`src/rtl/mc14500_seq.sv`:
```
// rtl/mc14500_seq.sv - mc14500 program sequencer: PC, ROM fetch, CALL/RETURN stack.
// Optional FLGF halt is enabled by defining MC14500_SEQ_FLGF_HALT_EN.
module mc14500_seq #(
  parameter int ADDR_W    = 8,
  parameter int STK_DEPTH = 4,
  parameter int RESET_VEC = 0
) (
  input  logic                          clk,
  input  logic                          rst,
  input  logic                          run,
  output logic [ADDR_W-1:0]             prog_addr,
  input  logic [ADDR_W+3:0]             prog_data,
  output logic [3:0]                    icu_instr,
  output logic [ADDR_W-1:0]             icu_operand,
  output logic                          icu_valid,
  input  logic                          jmp,
  input  logic                          rtn,
  input  logic                          flg0,
  input  logic                          flgf,
  output logic [$clog2(STK_DEPTH+1)-1:0] sp,
  output logic                          stk_ovf,
  output logic                          stk_unf,
  output logic                          halted
);

  localparam int SP_W = $clog2(STK_DEPTH + 1);
  localparam logic [SP_W-1:0]   SP_FULL = SP_W'(STK_DEPTH);
  localparam logic [ADDR_W-1:0] PC_RST  = ADDR_W'(RESET_VEC);

`ifdef MC14500_SEQ_FLGF_HALT_EN
  typedef enum logic [1:0] {S_IDLE, S_FETCH, S_EXEC, S_HALT} state_t;
`else
  typedef enum logic [1:0] {S_IDLE, S_FETCH, S_EXEC} state_t;
`endif

  state_t            state, state_nxt;
  logic [ADDR_W-1:0] pc, pc_nxt, pc_inc, top;
  logic [ADDR_W-1:0] stk [STK_DEPTH];
  logic              push, pop, ovf_set, unf_set, load;

  assign pc_inc = pc + ADDR_W'(1);

  always_comb begin
    top = '0;
    for (int i = 0; i < STK_DEPTH; i++)
      if (sp == SP_W'(i + 1)) top = stk[i];
  end

  always_comb begin
    state_nxt = state;
    pc_nxt    = pc;
    push      = 1'b0;
    pop       = 1'b0;
    ovf_set   = 1'b0;
    unf_set   = 1'b0;
    load      = 1'b0;
    case (state)
      S_IDLE: if (run) state_nxt = S_FETCH;
      S_FETCH: begin
        load      = 1'b1;
        state_nxt = S_EXEC;
      end
      S_EXEC: begin
        // jmp takes priority over rtn; a dropped push still takes the jump
        if (jmp) begin
          pc_nxt = icu_operand;
          if (flg0) begin
            if (sp == SP_FULL) ovf_set = 1'b1;
            else               push    = 1'b1;
          end
        end else if (rtn) begin
          if (sp == '0) begin
            unf_set = 1'b1;
            pc_nxt  = pc_inc;
          end else begin
            pop    = 1'b1;
            pc_nxt = top;
          end
        end else begin
          pc_nxt = pc_inc;
        end
        state_nxt = run ? S_FETCH : S_IDLE;
`ifdef MC14500_SEQ_FLGF_HALT_EN
        if (flgf) state_nxt = S_HALT;
`endif
      end
      default: state_nxt = state;
    endcase
  end

  always_ff @(posedge clk or posedge rst) begin
    if (rst) begin
      state       <= S_IDLE;
      pc          <= PC_RST;
      icu_instr   <= '0;
      icu_operand <= '0;
      sp          <= '0;
      stk_ovf     <= 1'b0;
      stk_unf     <= 1'b0;
      for (int i = 0; i < STK_DEPTH; i++) stk[i] <= '0;
    end else begin
      state <= state_nxt;
      pc    <= pc_nxt;
      if (load) begin
        icu_instr   <= prog_data[ADDR_W+3:ADDR_W];
        icu_operand <= prog_data[ADDR_W-1:0];
      end
      for (int i = 0; i < STK_DEPTH; i++)
        if (push && sp == SP_W'(i)) stk[i] <= pc_inc;
      if (push) sp <= sp + SP_W'(1);
      if (pop)  sp <= sp - SP_W'(1);
      if (ovf_set) stk_ovf <= 1'b1;
      if (unf_set) stk_unf <= 1'b1;
    end
  end

  // During EXEC the ROM is addressed with the next PC so its word is ready by the next FETCH edge
  assign prog_addr = (state == S_EXEC) ? pc_nxt : pc;
  assign icu_valid = (state == S_EXEC);

`ifdef MC14500_SEQ_FLGF_HALT_EN
  assign halted = (state == S_HALT);
`else
  logic flgf_unused;
  assign flgf_unused = flgf;
  assign halted      = 1'b0;
`endif

endmodule

```
`config.mk`:
```
export PLATFORM = sky130hd
export DESIGN_NAME = mc14500_seq
export DESIGN_NICKNAME = d
export VERILOG_FILES = /design/src/rtl/mc14500_seq.sv
export SDC_FILE = /design/constraint.sdc
export NUM_CORES = 1
export LEC_CHECK = 0
export CAP_MARGIN = 20
export CORE_ASPECT_RATIO = 0.9
export CORE_MARGIN = 2
export CORE_UTILIZATION = 52
export DETAILED_ROUTE_END_ITERATION = 7
export HOLD_SLACK_MARGIN = 0.06
export PLACE_DENSITY_LB_ADDON = 0.15
export SYNTH_ARGS = -nofsm -noshare
export SYNTH_HDL_FRONTEND = slang
export SYNTH_SLANG_ARGS = --single-unit
export TNS_END_PERCENT = 1
```
`constraint.sdc`:
```
create_clock -name clk -period 2.5 [get_ports clk]
set_input_delay 0.375 -clock clk [delete_from_list [all_inputs] [get_ports clk]]
set_output_delay 0.375 -clock clk [all_outputs]
set_load 0.01 [all_outputs]
```
==> metrics.md <==
| Metric | Value |
|---|---|
| Maxcap violations | 0 |
| Reg2reg start | sp[0] |
| Commonest cells post-synth | 59 x dfrtp_1, 41 x nand2_1, 30 x a21oi_1 |
| Crit end category | output pin |
| Final antenna-violating net count | 0 |
| CTS max path bufs | 2 |
| Num ports | 46 |
| Peak fanout along the critical path | 8 |
| Avg Inst Size Synth | 9.76 um^2 |
| Slew @ Worst Pin | 0.516 ns |
| Slew Viols, Final | 0 |
| Area of the mapped netlist | 0.00295 mm^2 |
| Drt drc | 0 |
| Syn Inst Count | 302 |
| Post-synth top area share | 50.1% |
| Routed WL | 7440 um |
| PortBufs | 43 |
| Initial antenna violation count | 0 |
| Final min period | 2.46 ns |
| CTS clk-pin slew, worst paths | 0.08 ns |
| DR iter-0 viols | 179 |
| First-pass GRT wire length | 12100 um |
| Worst EP required | 2.12 ns |
| Syn nets | 328 |
| Fmax | 407 MHz |
| Period utilisation layout | 98.3% |
| Critical path arrival | 2.08 ns |
| Slew HR | 65.5% |
| Setup crit start | sp[1] |
| FFs w/ async S/R, synth | 100% |
| DR WL/cell | 16.6 um |
| Kind of critical path | reg -> out |
| Hold buffer count at cts | 0 |
| Pre-CTS WS | -0.456 ns |
| Drt first pass iters | 4 |
| CTS root buffer | clkbuf_8 |
| Yosys warnings | 0 |
| Area after DPL | 0.00363 mm^2 |
| Number of global-route vias before repair | 2519 |
| GR Util met1 | 31.0% |
| Diode count | 0 |
| Clk sinks | 59 |
| Ranking of synthesized cells by area | dfrtp_1 50%, mux2_2 6.5%, nand2_1 5.2% |
| FF-to-FF path depth | 7 |
| CP Launch Type | flip-flop |
| Area grow syn2layout | 33.8% |
| Final worst-path setup slack | 0.0430 ns |
| TritonCTS buffer count | 9 |
| # rows | 25 |
| Worst R2R Setup Slack | 0.63 ns |
| Post-synth EDFFs | 0 |
| Grt met2 use | 43.2% |
| R2r endpoint | stk[1] |
| Final Util | 73.7% |
| Grt total ovfl | 0 |
| RSZ-0062 raised after global routing | true |
| Non-Filler Instances | 447 |
| Placed wire-length estimate | 5240 um |
| Static Leakage | 1.73 nW |
| Hold Fails Final Rpt | 0 |
| HP Class | in -> async |
| DR vias/cell | 5.68 |
| # setup viols final | 0 |
| Worst clock skew | 0.0123 ns |
| Placed Instances | 428 |
| Yosys top cell by area | dfrtp_1 |
| Maximum vdd drop | 0.000823 V |
| Placer Congestion | 0.839 |
| Die Span X | 83.3 um |
| Most common cell in the netlist | dfrtp_1 |
| Most Used Layer, Global Route | met2 |
| Prevailing post-synth register cell | dfrtp_1 |
| Die H | 75.4 um |
| Largest net degree at the start of global routing | 25 |
| H-tree depth | 3 |
| Vias | 2537 |
| Synth Register Bits | 59 |
| Layout cells sized above 1 | 29.2% |
| Met3 usage | 6.72% |
| CTS tree | built |
| Final net count | 401 |
| Die Footprint | 0.00629 mm^2 |
| Register area share after synthesis | 50.1% |
| Gr usage total | 24.9% |
| Final Cell Area | 0.00394 mm^2 |
| Status | complete, no violations |
| Core area | 0.00535 mm^2 |
| Unique masters post-synth | 47 |
| Clk_lat worst skew | 0.35 ns |
| Initial Util | 55.1% |
| Pwr dens | 1250 mW/mm^2 |
==> timing repair <==
item	in CTS	in global routing
setup endpoints to repair	8	8
resized for setup	43	28
pin swaps	8	5
setup buffers	1	2
gates cloned	0	0
==> sequential cells by signal (all words and copies together) (netlist names) <==
name / flops
state: 2
stk: 32
icu_instr: 4
stk_unf: 1
sp: 3
stk_ovf: 1
pc: 8
icu_operand: 8
==> cell type report <==
type | count | area [um^2]
fill | 386 | 1410
multi-input combinational | 213 | 1470
timing repair buffer | 82 | 691
clock inverter | 7 | 58.8
tap | 67 | 83.8
inverter | 10 | 37.5
sequential | 59 | 1480
clock buffer | 9 | 124
==> critical path: stages (launching register included) <==
cell       delay, ns
dfrtp_1         0.43
ha_1            0.20
ha_2            0.19
buf_4           0.14
buf_4           0.16
nand2_1         0.06
nand2_1         0.06
o221ai_2        0.17
o2111ai_2       0.16
buf_2           0.17
==> per-stage QoR <==
stage,hold slack [ns],power (mW),setup TNS (ns)
after floorplan,0.445,2.88,0
after global placement,0.442,3.89,-1.20
after detailed placement,0.455,3.95,-1.69
after CTS,0.382,4.79,-0.0928
after global routing,0.425,5.27,-0.204
final,0.370,4.93,0
==> cells in the final DEF (no fill, tap or decap), drive strengths merged, types with 2 or more instances in the layout <==
master	count
nand3	12
xor2	3
ha	7
dfrtp	59
and3	6
clkdlybuf4s50	35
clkinv	3
or2	3
o2bb2ai	2
and2	2
a211oi	3
inv	13
nand4	2
a21oi	30
nor2	24
clkbuf	9
mux2	17
a221oi	2
buf	47
mux2i	4
nand2	41
nor2b	3
nand3b	3
a2111oi	2
xnor2	3
o21ai	21
nand2b	2
o221ai	5
==> cells by family after synthesis <==
kind of cell | Yosys count | share of synthesized area [%]
flip-flops | 59 | 50.1
multiplexers | 21 | 7.86
other | 1 | 0.127
AO/OA/AOI/OAI | 75 | 15.6
adder cells (fa/ha/maj) | 7 | 2.97
XOR/XNOR | 6 | 1.78
buffers and inverters | 30 | 4.76
AND/OR/NAND/NOR | 103 | 16.8
==> per-layer routing <==
layer  share of wire [%]  wire, um
met1                  43      3230
met2                  50      3740
met3                 4.8       355
met4                 1.4       107
met5                   0         0
==> report_power, final <==
group	leakage (nW)	internal, mW	switching, mW
combinational	0.903	1.21	1.22
sequential	0.738	1.36	0.333
clock	0.0921	0.374	0.429
total	1.73	2.95	1.99
==> worst max-delay path by stage <==
stage / end / slack, ns
6_report: prog_addr[3] / 0.04
5_1_grt: prog_addr[3] / -0.08
4_1_cts: prog_addr[7] / -0.06
3_5_place_dp: prog_addr[5] / -0.46
3_3_place_gp: prog_addr[7] / -0.33
2_1_floorplan: prog_addr[1] / 0.31
Power figures use the tool's default switching activity.
